==> src/rtl/vigenere_stream_decipher_if.sv <==
// Stream bundle for the Vigenere decipher engine: key load port,
// ciphertext input stream and plaintext output stream.
//
// Handshake rule for all three streams (key_*, s_*, m_*): a beat moves
// on a rising clk edge where valid && ready are both high. A source
// holds valid and its payload stable until that edge. A sink may raise
// or drop ready at any time. Ready may depend combinationally on the
// other side's ready, but never on valid.
interface vigenere_stream_decipher_if #(
    parameter int SYM_W = 5
);
    logic             key_valid;
    logic             key_ready;
    logic [SYM_W-1:0] key_data;
    logic             key_last;

    logic             s_valid;
    logic             s_ready;
    logic [SYM_W-1:0] s_data;
    logic             s_last;

    logic             m_valid;
    logic             m_ready;
    logic [SYM_W-1:0] m_data;
    logic             m_last;

    // Upstream / downstream environment side
    modport master (
        output key_valid, key_data, key_last,
        output s_valid, s_data, s_last,
        output m_ready,
        input  key_ready, s_ready,
        input  m_valid, m_data, m_last
    );

    // Decipher engine side
    modport slave (
        input  key_valid, key_data, key_last,
        input  s_valid, s_data, s_last,
        input  m_ready,
        output key_ready, s_ready,
        output m_valid, m_data, m_last
    );
endinterface

==> src/rtl/vigenere_stream_decipher.sv <==
// Streaming Vigenere decipher: p = (c - k) mod 26, one symbol per clock.
// The key is loaded once (IDLE -> LOAD -> RUN), then the key file is
// stepped cyclically. Each message (ended by s_last) restarts at key
// position 0. Results sit in a single output register with a latency
// of one cycle.
//
// Optional build macro VIGENERE_PASSTHRU_EN:
//   defined   - ciphertext 26..31 is forwarded unchanged, the key
//               position does not move for it, and err never sets.
//   undefined - ciphertext 26..31 yields all ones, the key position
//               moves as normal, and err sets sticky until reset.
module vigenere_stream_decipher #(
    parameter int KEY_MAX = 16,
    parameter int SYM_W   = 5,
    localparam int LEN_W  = $clog2(KEY_MAX + 1),
    localparam int IDX_W  = $clog2(KEY_MAX)
) (
    input  logic                       clk,
    input  logic                       reset,
    input  logic                       clear,
    vigenere_stream_decipher_if.slave  bus,
    output logic                       key_loaded,
    output logic                       err,
    output logic [1:0]                 dbg_state,
    output logic [LEN_W-1:0]           dbg_key_len,
    output logic [IDX_W-1:0]           dbg_key_idx
);

    typedef enum logic [1:0] {
        ST_IDLE = 2'd0,
        ST_LOAD = 2'd1,
        ST_RUN  = 2'd2
    } state_t;

    localparam logic [SYM_W-1:0] ALPHA     = SYM_W'(26);
    localparam logic [LEN_W-1:0] KEY_MAX_L = LEN_W'(KEY_MAX);

    state_t           state;
    logic [LEN_W-1:0] key_len;
    logic [IDX_W-1:0] key_idx;
    logic [SYM_W-1:0] key_file [KEY_MAX];

    logic             key_ready_q;
    logic             m_valid_q;
    logic [SYM_W-1:0] m_data_q;
    logic             m_last_q;

    logic             key_hs;
    logic             key_store;
    logic [SYM_W-1:0] key_norm;
    logic             s_ready_c;
    logic             s_hs;
    logic             m_hs;
    logic [SYM_W-1:0] key_sym;
    logic [SYM_W-1:0] c_sym;
    logic             c_in_range;
    logic [SYM_W-1:0] plain;
    logic [SYM_W-1:0] result;
    logic             idx_step;
    logic             idx_at_end;
    logic [IDX_W-1:0] idx_next;

    // Key port: key_ready is a registered flag, low only in RUN
    assign key_hs    = bus.key_valid && key_ready_q;
    // Beats past KEY_MAX are still accepted but not stored
    assign key_store = key_hs && (key_len < KEY_MAX_L);
    // Key symbols 26..31 fold back into the alphabet
    assign key_norm  = (bus.key_data >= ALPHA) ? (bus.key_data - ALPHA) : bus.key_data;

    // The output register can take a new beat when empty or draining
    assign s_ready_c = (state == ST_RUN) && (!m_valid_q || bus.m_ready);
    assign s_hs      = bus.s_valid && s_ready_c;
    assign m_hs      = m_valid_q && bus.m_ready;

    assign key_sym    = key_file[key_idx];
    assign c_sym      = bus.s_data;
    assign c_in_range = (c_sym < ALPHA);
    // Both operands lie in 0..25, so the modulo-2^SYM_W wrap of c+26-k
    // still lands on the correct 0..25 result.
    assign plain      = (c_sym >= key_sym) ? (c_sym - key_sym) : (c_sym + ALPHA - key_sym);

`ifdef VIGENERE_PASSTHRU_EN
    assign result   = c_in_range ? plain : c_sym;
    assign idx_step = c_in_range;
`else
    assign result   = c_in_range ? plain : '1;
    assign idx_step = 1'b1;
`endif

    // Wrap after the last loaded key position
    assign idx_at_end = (LEN_W'(key_idx) + LEN_W'(1)) >= key_len;
    assign idx_next   = idx_at_end ? '0 : (key_idx + IDX_W'(1));

    assign bus.key_ready = key_ready_q;
    assign bus.s_ready   = s_ready_c;
    assign bus.m_valid   = m_valid_q;
    assign bus.m_data    = m_data_q;
    assign bus.m_last    = m_last_q;

    assign dbg_state   = state;
    assign dbg_key_len = key_len;
    assign dbg_key_idx = key_idx;

    // Key file storage; contents are meaningless until key_len covers them
    always_ff @(posedge clk) begin
        if (key_store) begin
            key_file[key_len[IDX_W-1:0]] <= key_norm;
        end
    end

    // Control FSM, key position and output register
    always_ff @(posedge clk) begin
        if (reset || clear) begin
            state       <= ST_IDLE;
            key_len     <= '0;
            key_idx     <= '0;
            key_ready_q <= 1'b1;
            key_loaded  <= 1'b0;
            m_valid_q   <= 1'b0;
            m_data_q    <= '0;
            m_last_q    <= 1'b0;
            // clear keeps the sticky error, only reset drops it
            if (reset) begin
                err <= 1'b0;
            end
        end else begin
            case (state)
                ST_IDLE, ST_LOAD: begin
                    if (key_hs) begin
                        if (key_store) begin
                            key_len <= key_len + LEN_W'(1);
                        end
                        if (bus.key_last) begin
                            state       <= ST_RUN;
                            key_ready_q <= 1'b0;
                            key_loaded  <= 1'b1;
                        end else begin
                            state <= ST_LOAD;
                        end
                    end
                end
                ST_RUN: begin
                    key_ready_q <= 1'b0;
                    key_loaded  <= 1'b1;
                end
                default: begin
                    state       <= ST_IDLE;
                    key_ready_q <= 1'b1;
                    key_loaded  <= 1'b0;
                end
            endcase

            // s handshakes only happen in RUN, so this is the datapath step
            if (s_hs) begin
                m_valid_q <= 1'b1;
                m_data_q  <= result;
                m_last_q  <= bus.s_last;
                if (bus.s_last) begin
                    key_idx <= '0;
                end else if (idx_step) begin
                    key_idx <= idx_next;
                end
`ifndef VIGENERE_PASSTHRU_EN
                if (!c_in_range) begin
                    err <= 1'b1;
                end
`endif
            end else if (m_hs) begin
                m_valid_q <= 1'b0;
            end
        end
    end

endmodule
==> src/flat_wrapper.sv <==
// flat-port wrapper written by rule: the top's interface ports become plain ports
module vigenere_stream_decipher_flat 
#(
    parameter int KEY_MAX = 16,
    parameter int SYM_W   = 5,
    localparam int LEN_W  = $clog2(KEY_MAX + 1),
    localparam int IDX_W  = $clog2(KEY_MAX)
)
  (clk, reset, clear, key_loaded, err, dbg_state, dbg_key_len, dbg_key_idx, bus_key_valid, bus_key_data, bus_key_last, bus_s_valid, bus_s_data, bus_s_last, bus_m_ready, bus_key_ready, bus_s_ready, bus_m_valid, bus_m_data, bus_m_last);
  vigenere_stream_decipher_if #(.SYM_W(SYM_W)) bus_i ();
  input  logic clk;
  input  logic reset;
  input  logic clear;
  output logic key_loaded;
  output logic err;
  output logic [1:0] dbg_state;
  output logic [LEN_W-1:0] dbg_key_len;
  output logic [IDX_W-1:0] dbg_key_idx;
  input wire logic [$bits(bus_i.key_valid)-1:0] bus_key_valid;
  input wire logic [$bits(bus_i.key_data)-1:0] bus_key_data;
  input wire logic [$bits(bus_i.key_last)-1:0] bus_key_last;
  input wire logic [$bits(bus_i.s_valid)-1:0] bus_s_valid;
  input wire logic [$bits(bus_i.s_data)-1:0] bus_s_data;
  input wire logic [$bits(bus_i.s_last)-1:0] bus_s_last;
  input wire logic [$bits(bus_i.m_ready)-1:0] bus_m_ready;
  output wire logic [$bits(bus_i.key_ready)-1:0] bus_key_ready;
  output wire logic [$bits(bus_i.s_ready)-1:0] bus_s_ready;
  output wire logic [$bits(bus_i.m_valid)-1:0] bus_m_valid;
  output wire logic [$bits(bus_i.m_data)-1:0] bus_m_data;
  output wire logic [$bits(bus_i.m_last)-1:0] bus_m_last;
  assign bus_i.key_valid = bus_key_valid;
  assign bus_i.key_data = bus_key_data;
  assign bus_i.key_last = bus_key_last;
  assign bus_i.s_valid = bus_s_valid;
  assign bus_i.s_data = bus_s_data;
  assign bus_i.s_last = bus_s_last;
  assign bus_i.m_ready = bus_m_ready;
  assign bus_key_ready = bus_i.key_ready;
  assign bus_s_ready = bus_i.s_ready;
  assign bus_m_valid = bus_i.m_valid;
  assign bus_m_data = bus_i.m_data;
  assign bus_m_last = bus_i.m_last;
  vigenere_stream_decipher #(.KEY_MAX(KEY_MAX), .SYM_W(SYM_W)) u_core (.clk(clk), .reset(reset), .clear(clear), .bus(bus_i), .key_loaded(key_loaded), .err(err), .dbg_state(dbg_state), .dbg_key_len(dbg_key_len), .dbg_key_idx(dbg_key_idx));
endmodule
==> config.mk <==
export PLATFORM = sky130hd
export DESIGN_NAME = vigenere_stream_decipher_flat
export DESIGN_NICKNAME = d
export VERILOG_FILES = /design/src/rtl/vigenere_stream_decipher_if.sv /design/src/rtl/vigenere_stream_decipher.sv /design/src/flat_wrapper.sv
export SDC_FILE = /design/constraint.sdc
export NUM_CORES = 1
export LEC_CHECK = 0
export ABC_AREA = 0
export ABC_CLOCK_PERIOD_IN_PS = 3200
export BUFFER_PORTS_ARGS = -buffer_cell sky130_fd_sc_hd__buf_2
export CAP_MARGIN = 20
export CORE_MARGIN = 1
export CORE_UTILIZATION = 35
export CTS_CLUSTER_DIAMETER = 50
export CTS_CLUSTER_SIZE = 8
export DETAILED_ROUTE_END_ITERATION = 10
export GPL_ROUTABILITY_DRIVEN = 0
export PLACE_DENSITY = 0.5
export SETUP_SLACK_MARGIN = 0.5
export SLEW_MARGIN = 40
export SYNTH_ARGS = -nofsm -noshare
export SYNTH_HDL_FRONTEND = slang
export SYNTH_SLANG_ARGS = --single-unit
==> constraint.sdc <==
create_clock -name clk -period 3.2 [get_ports clk]
set_input_delay 0.48 -clock clk [delete_from_list [all_inputs] [get_ports clk]]
set_output_delay 0.48 -clock clk [all_outputs]
set_load 0.02 [all_outputs]
; ---- After elaboration in Yosys (flattened, before gate mapping)
; Memories as Yosys holds them, arrays and structs flattened. A register that Yosys moved wholly into a read port is not among the register bits.
; Cells that the tools add are included.
[totals]
ff_bits = 21
n_memories = 1
output_inout_bits = 22
ram_bits = 80
inputBits = 18
elab_cells = 69
[op_classes]
magnitude_cmp = 5
n_eq_ne = 6
n_reduce_logical = 16
add_sub_neg = 7
mux = 24
bitwise = 1
[mem_list]
columns = memory, words, width, rd, rd_clocked_by_memory_dff, wr, line
row1 = u_core.key_file, 16, 5, 1, 1, 1, vigenere_stream_decipher.sv:41  ; logic [SYM_W-1:0] key_file [KEY_MAX];
[ops]
columns = op, count
row1 = $mux W4, 4
row2 = $mux W5, 3
row3 = $mux W1, 12
row4 = $ge A5 B5 Y1, 2
row5 = $lt A5 B5 Y1 const B, 2
row6 = $sub A5 B5 Y5, 2
row7 = $ne A2 B2 Y1 const B, 3
row8 = $reduce_and A3 Y1, 2
row9 = $add A4 B1 Y5 const B, 1
row10 = $add A5 B1 Y5 const B, 1
row11 = $add A5 B5 Y5 const B, 1
row12 = $ge A5 B5 Y1 const B, 1
row13 = $logic_and A1 B1 Y1, 5
row14 = $sub A5 B5 Y5 const B, 1
row15 = $add A4 B1 Y4 const B, 1
row16 = $mux W2, 2
row17 = $pmux W1 S2, 2
row18 = $pmux W2 S2, 1
row19 = $reduce_and A2 Y1, 2
row20 = $reduce_bool A2 Y1, 2
row21 = $eq A2 B1 Y1 const B, 1
row22 = $eq A2 B2 Y1 const B, 1
row23 = $logic_not A2 Y1, 1
row24 = $logic_or A1 B1 Y1, 2
row25 = other kinds (4), 4

; ---- Depth between registers and ports, before layout
; Gate-level depths: netlist of run 1.
[logic_depth]
word_depth = 6
mapped_depth = 12

; ---- Worst setup path before layout of run 1
; No wires, ideal clock.
[synth_timing]
kind = register -> register
start = register (tool-made name)
end = register u_core.m_data_q[3], in the netlist u_core.bus.m_data[3]
t_arrival_ns = 2.889
stages_incl_launch_ff = 13
path_buffers = 1
setup_time_ns = 0.119
slack_ns = 0.192
synth_period_minus_slack_ns = 3.008
path_cell_list = dfxtp_1 > buf_6 > mux4_2 > mux4_2 > inv_2 > ha_1 > inv_1 > ha_1 > inv_1 > fa_1 > xnor2_1 > nor2_1 > o221a_2
[synth_lines]
columns = element, line
row1 = "end signal, assigned", vigenere_stream_decipher.sv:156  ; m_data_q <= result;
row2 = "end, declared", vigenere_stream_decipher.sv:45  ; logic [SYM_W-1:0] m_data_q;

==> impl_metrics.csv, run 1 <==
group,metric,value,unit
outcome,status,"finished clean",
clocking,cts.sink_count,105,
clocking,cts.htree.levels,3,
critical_path,required,3.44,ns
yosys,synth_top_area_share,50.78,%
timing,timing.slew.headroom,58.22,%
placed_design,dp_hpwl,7.111,mm
global_route,grtUsageTotal,15.20,%
timing,whs,0.3892,ns
critical_path,worstPathMaxFanout,5,
critical_path,r2r-end,"u_core.bus.m_data[3]$_SDFFE_PN0P_",
global_route,met1_usage,20.41,%
clocking,cts_made_buffers,9,
critical_path,critPathKind,"flop to flop",
flow_run,drv_cap,0,
worst_hold_path,min_path_type,"input port to flop",
floorplan,core-area,13300,µm²
yosys,synth_area,4790,µm²
yosys,synth_top_area_cell,"edfxtp_1",
floorplan,rows,42,
layout,nNetsFinal,435,
global_route,gr-usage-met2,24.20,%
drt,wl,10.18,mm
clocking,tritoncts,"done",
timing,slew_violations,0,
layout,final_layout_size_suffix_gt1_share,29.97,%
global_route,antenna_found_initial,0,
power,p_per_area,496.4,nW/µm²
yosys,synth_nets,372,
power,power.leakage,2.129,nW
yosys,synth_edf_count,81,
timing,period_needed,3.045,ns
clocking,hold_buffers,0,
drt,drt_iter0_markers,174,
layout,syn_to_final_growth,21.58,%
critical_path,reg2reg_slack,0.16,ns
drt,drc_errors,0,
worst_hold_path,hold_path_depth,3,
global_route,grt_max_degree,21,
yosys,synthTopCellsByCount,"edfxtp_1 (81), nor2_1 (26), dfxtp_1 (24), inv_1 (23)",
clocking,clk_pin_slew,0.07,ns
floorplan,die_area,14160,µm²
drt,wl_per_cell,17.77,µm
timing,final_hold_viol_count,0,
worst_hold_path,holdPathEnd,"u_core.bus.m_last$_SDFFE_PN0P_",
yosys,avgSynthCellArea,14.56,µm²
layout,fillers,1222,
drt,viasPerCell,4.969,
timing,worst_slew_pin_slew,0.6244,ns
yosys,synth_cells,329,
yosys,synth_flop_cell,"edfxtp_1",
timing,fmax,328.4,MHz
yosys,synthTopCellsByArea,"edfxtp_1 (51%), dfxtp_1 (10%), mux4_2 (8.5%)",
floorplan,io_pins,40,
drt,drtPass1Iterations,4,
global_route,grt_pass1_vias,2848,
clocking,cts_buffer_depth,2,
timing,fin_tns_setup,0,ns
floorplan,dieWidth,119.0,µm
clocking,cts_root_buf,"clkbuf_16",
clocking,clk_latency,0.35,ns
layout,postLayoutCoreUtil,43.80,%
power,peakVddDrop,0.3192,mV
critical_path,crit_arrival,3.29,ns
layout,diodes,0,
placed_design,port_buffers,39,
yosys,async_reset_ff_share,0,%
drt,ant_nets,0,
yosys,synth_seq_area_share,60.82,%
layout,final_area,5823,µm²
timing,timing.final.crit_share,95.15,%
drt,vias,2847,
global_route,grt_overflow,0,
timing,rsz0062_at_grt,"yes",
critical_path,start_kind,"flop",
yosys,ys_ff_latch,105,
floorplan,die_h,119.0,µm
critical_path,critPathCaptureType,"flop",
floorplan,initial_core_util,36.02,%
global_route,grt-busiest-layer,"met2",
yosys,synth_cell_types,46,
timing,setup_viol,0,
worst_hold_path,hold_start,"bus_s_last",
timing,fin_skew,0.006669,ns
global_route,grt_pass1_wl,15.75,mm
placed_design,place_area,5350,µm²
critical_path,reg2reg_depth,11,
global_route,use_met3,2.969,%
power,p_total,0.002891,W
yosys,yosysMostFrequentCell,"edfxtp_1",
yosys,yosysWarnings,0,
per-layer routing:
metal	share of wire, %	routed length, µm
met1	46	4675
met3	3.4	342
met4	1.4	139
met2	49	5025
met5	0	0
worst max-delay path by stage:
stage,slack [ns],endpoint,start,depth (start not counted)
4_1_cts,0.15,u_core.bus.m_data[2]$_SDFFE_PN0P_,flop,11
5_1_grt,0.09,u_core.bus.m_data[3]$_SDFFE_PN0P_,flop,12
3_5_place_dp,0.05,u_core.bus.m_data[3]$_SDFFE_PN0P_,flop,12
6_report,0.16,u_core.bus.m_data[3]$_SDFFE_PN0P_,flop,11
2_1_floorplan,0.32,u_core.bus.m_data[2]$_SDFFE_PN0P_,flop,11
3_3_place_gp,0.09,u_core.bus.m_data[3]$_SDFFE_PN0P_,flop,12
report_power, final:
| part | internal [W] | leakage, nW | total, W | switching (W) |
|---|---|---|---|---|
| clock | 0.000618 | 0.142 | 0.00112 | 0.000504 |
| combinational | 0.000122 | 1.06 | 0.000278 | 0.000156 |
| sequential | 0.00148 | 0.931 | 0.00149 | 0.00000718 |
flip-flops by register name, indices dropped and copies added (netlist names), named ones only:
name / cells
u_core.dbg_key_len: 5
u_core.err: 1
u_core.bus.key_ready: 1
u_core.bus.m_last: 1
u_core.key_loaded: 1
u_core.key_file: 80
u_core.dbg_key_idx: 4
u_core.bus.m_data: 5
u_core.dbg_state: 2
u_core.bus.m_valid: 1
logic make-up after synthesis:
| kind of cell | count (synthesis) | synth area share [%] |
|---|---|---|
| mux | 28 | 12.93 |
| buf+inv | 37 | 3.213 |
| xor+xnor | 9 | 1.646 |
| flops | 105 | 60.81 |
| simple gates | 76 | 7.602 |
| fa+ha+maj | 25 | 7.158 |
| compound gates | 49 | 6.635 |
layout by cell type, fill, tap and decap left out, drive strengths merged, types with 2 or more instances in the layout:
| cell | instances |
|---|---|
| clkinvlp | 2 |
| fa | 4 |
| nand2b | 2 |
| edfxtp | 81 |
| o21bai | 2 |
| nor2 | 26 |
| nor3 | 5 |
| nand2 | 21 |
| and2 | 2 |
| a21oi | 16 |
| dfxtp | 24 |
| or3 | 2 |
| a31oi | 3 |
| ha | 21 |
| nand3b | 2 |
| o221a | 3 |
| nand4b | 2 |
| a21o | 3 |
| and3 | 2 |
| o21ai | 10 |
| xnor2 | 6 |
| xor2 | 3 |
| o31ai | 3 |
| nand3 | 4 |
| and3b | 2 |
| mux2i | 3 |
| o211ai | 2 |
| clkbuf | 12 |
| nor2b | 3 |
| inv | 28 |
| mux4 | 25 |
| buf | 61 |
per-stage QoR:
stage / instances / setup WS, ns
2_1_floorplan: 329 / 0.3153
3_3_place_gp: 545 / 0.09137
4_1_cts: 565 / 0.1461
3_5_place_dp: 545 / 0.05099
6_report: 573 / 0.1551
5_1_grt: 573 / 0.08633
worst max-delay path, stage by stage, from the launching register on:
cell     delay (ns)
dfxtp_4        0.43
buf_12         0.14
mux4_2         0.54
mux4_2         0.52
ha_4           0.20
inv_1          0.11
ha_4           0.16
inv_2          0.03
fa_2           0.35
xnor2_2        0.16
nor2_1         0.06
o221a_2        0.24
cell type report:
cell class,count,area [µm²],share of cell area [%]
inverters,26,100.1,1.719
repair buffers,63,447.9,7.692
multi-input cells,187,1836,31.52
clock buffers,10,229.0,3.932
well taps,176,220.2,3.782
flip-flops and latches,105,2917,50.09
clock inverters,6,73.82,1.268
what timing repair did:
| item | CTS | global route |
|---|---|---|
| cloned | 0 | 2 |
| endpoints found under the setup margin | 4 | 4 |
| resized for setup | 6 | 4 |
| hold endpoints to repair | 0 | 0 |
| setup buffers | 4 | 6 |
| pin swaps | 0 | 5 |
Power figures use the tool's default switching activity.
==> run 2: changes to the inputs <==
- ABC_AREA: 0 -> 1
- CORE_UTILIZATION: 35 -> 54
- PLACE_DENSITY: 0.5 -> 0.73
==> impl_metrics.csv, run 2 <==
group,metric,value,unit
timing,final_hold_viol_count,0,
yosys,synth_edf_count,81,
global_route,grt_overflow,0,
placed_design,place_area,5391,µm²
layout,postLayoutCoreUtil,62.33,%
power,p_per_area,437.6,nW/µm²
floorplan,core-area,9196,µm²
layout,diodes,0,
critical_path,worstPathMaxFanout,20,
timing,timing.slew.headroom,49.21,%
global_route,grtUsageTotal,22.95,%
yosys,synth_nets,549,
clocking,cts.htree.levels,3,
clocking,clk_pin_slew,0.10,ns
yosys,synth_flop_cell,"edfxtp_1",
timing,timing.final.crit_share,81.13,%
floorplan,io_pins,40,
drt,drc_errors,0,
global_route,grt_pass1_wl,17.00,mm
critical_path,r2r-end,"u_core.bus.m_data[3]$_SDFFE_PN0P_",
yosys,synth_top_area_cell,"edfxtp_1",
timing,worst_slew_pin_slew,0.7613,ns
yosys,synth_cells,506,
yosys,async_reset_ff_share,0,%
layout,final_area,5732,µm²
yosys,yosysMostFrequentCell,"inv_1",
yosys,synth_seq_area_share,57.34,%
yosys,avgSynthCellArea,10.04,µm²
worst_hold_path,hold_path_depth,3,
placed_design,dp_hpwl,7.258,mm
clocking,clk_latency,0.36,ns
floorplan,die_area,9799,µm²
layout,final_cell_mix,"inv_1 (84), nand2_1 (81), edfxtp_1 (81)",
yosys,ys_ff_latch,105,
layout,largest_reg_flops,80,
drt,wl_met1,4.906,mm
drt,topRoutingLayerUsed,"met4",
timing,slew_violations,0,
floorplan,die_h,98.99,µm
drt,viasPerCell,5.460,
outcome,status,"finished clean",
drt,wl,10.93,mm
worst_hold_path,min_path_type,"input port to flop",
layout,nNetsFinal,595,
global_route,grt_pass1_vias,3409,
placed_design,port_buffers,39,
timing,fin_skew,0.01941,ns
yosys,synth_cell_types,35,
global_route,antenna_found_initial,0,
clocking,cts_root_buf,"clkbuf_8",
layout,syn_to_final_growth,12.83,%
floorplan,initial_core_util,55.24,%
critical_path,reg2reg_slack,0.60,ns
layout,regArea,2918,µm²
timing,rsz0062_at_grt,"yes",
critical_path,critPathCaptureType,"flop",
drt,ant_nets,0,
clocking,cts.sink_count,105,
layout,final_common_cell,"inv_1",
floorplan,dieWidth,98.99,µm
yosys,synth_top_area_share,47.88,%
drt,vias,3647,
clocking,tritoncts,"done",
critical_path,critPathKind,"flop to flop",
worst_hold_path,hold_start,"bus_s_last",
flow_run,drv_cap,0,
critical_path,crit_arrival,2.86,ns
timing,whs,0.3939,ns
clocking,cts_made_buffers,9,
floorplan,rows,35,
critical_path,reg2reg_depth,17,
clocking,cts_buffer_depth,2,
drt,drtPass1Iterations,5,
timing,setup_viol,0,
timing,fmax,385.2,MHz
yosys,yosysWarnings,0,
critical_path,required,3.46,ns
layout,final_layout_size_suffix_gt1_share,17.24,%
global_route,grt_max_degree,41,
worst_hold_path,holdPathEnd,"u_core.bus.m_last$_SDFFE_PN0P_",
critical_path,start_kind,"flop",
timing,period_needed,2.596,ns
drt,wl_met2,5.094,mm
drt,wl_per_cell,16.36,µm
yosys,synthTopCellsByCount,"inv_1 (85), nand2_1 (83), edfxtp_1 (81), nand3_1 (46)",
timing,fin_tns_setup,0,ns
yosys,synth_area,5080,µm²
layout,multi_input_area,1808,µm²
yosys,synthTopCellsByArea,"edfxtp_1 (48%), dfxtp_1 (9.5%), inv_1 (6.3%)",
drt,drt_iter0_markers,272,
layout,fillers,738,
drt,routed-wl-met3,640,µm
power,power.leakage,2.341,nW
power,peakVddDrop,0.2894,mV
[run 2: per-layer routing]
| metal | GRT usage (%) | vias to the layer above |
|---|---|---|
| met5 | 0 | - |
| met4 | 9.529 | 0 |
| met3 | 5.035 | 26 |
| met2 | 34.75 | 119 |
| met1 | 32.20 | 1704 |
| li1 | - | 1798 |
[run 2: kinds of logic after synthesis]
logic type	Yosys count	share of synthesized area, %
xor gates and xnor gates	5	0.8620
adders and majority gates	25	6.749
buffers and inverters	103	8.522
DFF	105	57.34
AOI/OAI and AO/OA	89	10.25
and+or+nand+nor	179	16.28
[run 2: timing repair]
item	CTS	global route
hold buffers	0	0
pin swaps	0	7
endpoints found under the setup margin	1	3
setup buffers	0	2
gates resized for setup	1	21
gates cloned	1	2
[run 2: final cells by class]
type | instances | share of cell area (%)
clock buffer | 11 | 2.292
clock inverter | 5 | 0.8077
inverter | 88 | 5.785
multi-input combinational | 298 | 31.54
sequential | 105 | 50.91
tap | 111 | 2.423
timing repair buffer | 50 | 6.243
[run 2: how the worst max path moves through the flow]
stage | from | to | slack (ns) | cells past startpoint
after floorplan | flop | u_core.bus.m_data[3]$_SDFFE_PN0P_ | 0.72 | 18
after global placement | flop | u_core.bus.m_data[3]$_SDFFE_PN0P_ | 0.55 | 16
after detailed placement | flop | u_core.bus.m_data[3]$_SDFFE_PN0P_ | 0.48 | 16
after CTS | flop | u_core.bus.m_data[3]$_SDFFE_PN0P_ | 0.54 | 15
after global routing | flop | u_core.bus.m_data[4]$_SDFFE_PN0P_ | 0.44 | 17
final | flop | u_core.bus.m_data[3]$_SDFFE_PN0P_ | 0.60 | 17
[run 2: critical path, stage by stage, from the launching register on]
cell and delay, ns:
dfxtp_4 0.39, buf_12 0.16, a21oi_1 0.16, o21ai_0 0.10, nand3_1 0.10, nand3_2 0.09, nand2_2 0.11, inv_1 0.08
ha_4 0.24, inv_1 0.05, ha_1 0.17, inv_1 0.06, fa_1 0.37, xor2_1 0.17, nand3_1 0.08, nand3_1 0.08
nand2_1 0.06, inv_1 0.04
[run 2: stage by stage]
step	power (W)	worst slack, ns	instances
floorplan	0.001688	0.7207	506
global placement	0.001756	0.5543	647
detailed placement	0.001766	0.4807	647
CTS	0.002503	0.5389	664
global route	0.002593	0.4406	668
finish	0.002509	0.6039	668
[run 2: where the power goes]
part           switching, W  internal (W)  leakage, nW
logic              0.000163     0.0000915         1.32
clock network      0.000461      0.000298       0.0904
registers        0.00000736       0.00149        0.930
==> run 3: changes to the inputs <==
- ABC_CLOCK_PERIOD_IN_PS: 3200 -> 2200
- clock period: 3.2 -> 2.2 ns (I/O delays scaled with it)
==> impl_metrics.csv, run 3 (synthesized netlist as in run 2, its figures left out) <==
group,metric,value,unit
floorplan,io_pins,40,
critical_path,reg2reg_depth,17,
timing,rsz0062_at_grt,"yes",
critical_path,critPathKind,"flop to flop",
floorplan,rows,35,
drt,drtPass1Iterations,5,
timing,fmax,383.9,MHz
drt,vias,3885,
timing,worst_slew_pin_slew,0.6979,ns
floorplan,die_area,9799,µm²
floorplan,core-area,9196,µm²
global_route,grt_pass1_wl,18.79,mm
drt,wl,12.05,mm
drt,drt_iter0_markers,325,
clocking,cts_buffer_depth,2,
outcome,status,"complete, but fails checks",
flow_run,drv_cap,0,
critical_path,critPathCaptureType,"flop",
clocking,cts.sink_count,105,
clocking,clk_pin_slew,0.13,ns
layout,nNetsFinal,626,
drt,ant_nets,0,
clocking,hold_buffers,0,
critical_path,crit_arrival,2.89,ns
critical_path,start_kind,"flop",
global_route,grt_pass1_vias,3857,
floorplan,dieWidth,98.99,µm
power,p_total,0.003875,W
timing,final_hold_viol_count,0,
layout,syn_to_final_growth,24.41,%
clocking,cts_root_buf,"clkbuf_8",
power,power.leakage,2.537,nW
timing,timing.slew.headroom,53.42,%
timing,timing.final.crit_share,118.4,%
clocking,cts.htree.levels,3,
timing,period_needed,2.605,ns
layout,final_layout_size_suffix_gt1_share,30.27,%
placed_design,place_area,5622,µm²
global_route,grt_overflow,0,
global_route,antenna_found_initial,0,
layout,multi_input_area,2003,µm²
placed_design,port_buffers,39,
placed_design,dp_hpwl,7.687,mm
critical_path,crit_path_end,"u_core.bus.m_data[4]$_SDFFE_PN0P_",
power,peakVddDrop,0.4882,mV
layout,diodes,0,
critical_path,required,2.48,ns
global_route,grtUsageTotal,25.43,%
floorplan,initial_core_util,55.24,%
power,p_per_area,613.1,nW/µm²
critical_path,worstPathMaxFanout,6,
layout,final_area,6320,µm²
layout,final_cell_mix,"edfxtp_1 (81), inv_1 (79), nand2_1 (75)",
drt,drc_errors,0,
drt,wl_per_cell,17.24,µm
clocking,cts_made_buffers,9,
critical_path,r2r-end,"u_core.bus.m_data[4]$_SDFFE_PN0P_",
layout,regArea,2927,µm²
floorplan,die_h,98.99,µm
timing,slew_violations,0,
layout,final_common_cell,"edfxtp_1",
drt,viasPerCell,5.558,
timing,fin_skew,0.01687,ns
global_route,grt_max_degree,29,
worst_hold_path,min_path_type,"input port to flop",
clocking,tritoncts,"done",
timing,worst_slack,-0.4046,ns
layout,postLayoutCoreUtil,68.72,%
layout,largest_reg_flops,80,
timing,setup_viol,4,
layout,fillers,658,
critical_path,reg2reg_slack,-0.40,ns
clocking,clk_latency,0.39,ns
outcome,violations,"negative setup slack",
## run 3: cell types whose count changed in the layout (fill, tap and decap cells not counted), moves of 7 or more
| cell | before | now |
|---|---|---|
| a21oi_1 | 29 | 22 |
| a21oi_2 | 3 | 10 |
| buf_4 | 6 | 29 |
| nor2_1 | 31 | 18 |
| nor2_2 | 2 | 15 |
## run 3: layout make-up
type                            count  share of cell area (%)
Tap cell                          111                   2.198
Clock inverter                      7                   1.445
Sequential cell                   105                   46.31
Inverter                           88                   5.326
Clock buffer                        9                   1.960
Multi-Input combinational cell    298                   31.70
Timing Repair Buffer               81                   11.07
## run 3: how the worst min path moves through the flow
stage / from / end / depth (start not counted)
4_1_cts: bus_s_last / u_core.bus.m_last$_SDFFE_PN0P_ / 3
3_5_place_dp: u_core.key_loaded$_SDFFE_PN0P_ / u_core.key_loaded$_SDFFE_PN0P_ / 2
5_1_grt: bus_key_last / u_core.dbg_state[1]$_SDFFE_PN0P_ / 3
2_1_floorplan: bus_key_data[0] / u_core.key_file[0][0]$_DFFE_PP_ / 0
6_report: bus_key_last / u_core.dbg_state[1]$_SDFFE_PN0P_ / 3
3_3_place_gp: u_core.key_loaded$_SDFFE_PN0P_ / u_core.key_loaded$_SDFFE_PN0P_ / 2
## run 3: per-stage QoR
stage,setup WS [ns],std cells,hold slack (ns),TNS (ns)
4_1_cts,-0.3062,697,0.2130,-1.056
2_1_floorplan,-0.1811,506,0.4289,-0.3852
3_3_place_gp,-0.2380,667,0.4541,-0.6372
3_5_place_dp,-0.2944,667,0.4729,-0.9026
6_report,-0.4046,699,0.2219,-1.293
5_1_grt,-0.4820,699,0.2233,-1.807
## run 3: per-layer routing
layer | global-route usage (%) | share of wire, % | up-vias
li1 | - | - | 1857
met3 | 4.184 | 4.4 | 24
met4 | 11.14 | 2.0 | 0
met5 | 0 | 0 | -
met1 | 33.33 | 43 | 1889
met2 | 41.90 | 50 | 115
## run 3: what timing repair did
action | CTS | global route
pin swaps | 23 | 18
gates resized for setup | 35 | 36
buffers inserted | 10 | 1
gates cloned | 4 | 1
hold endpoints to repair | 0 | 0
endpoints found under the setup margin | 12 | 53
## run 3: report_power, final
group	internal [W]	switching [W]
clock network	0.000472	0.000782
registers	0.00216	0.0000101
logic	0.000178	0.000270
## run 3: critical path, stage by stage (launching register included)
cell and delay (ns):
dfxtp_4 0.43, buf_12 0.15, buf_16 0.13, nand2_2 0.06, o211ai_1 0.08, nand3_1 0.16, nand3_2 0.10, nand2_2 0.07
inv_2 0.04, ha_4 0.15, fa_1 0.59, inv_2 0.08, a21oi_2 0.13, nand3_1 0.09, nand2_1 0.08, nor2_1 0.04
nor2_1 0.09, nor2_1 0.04
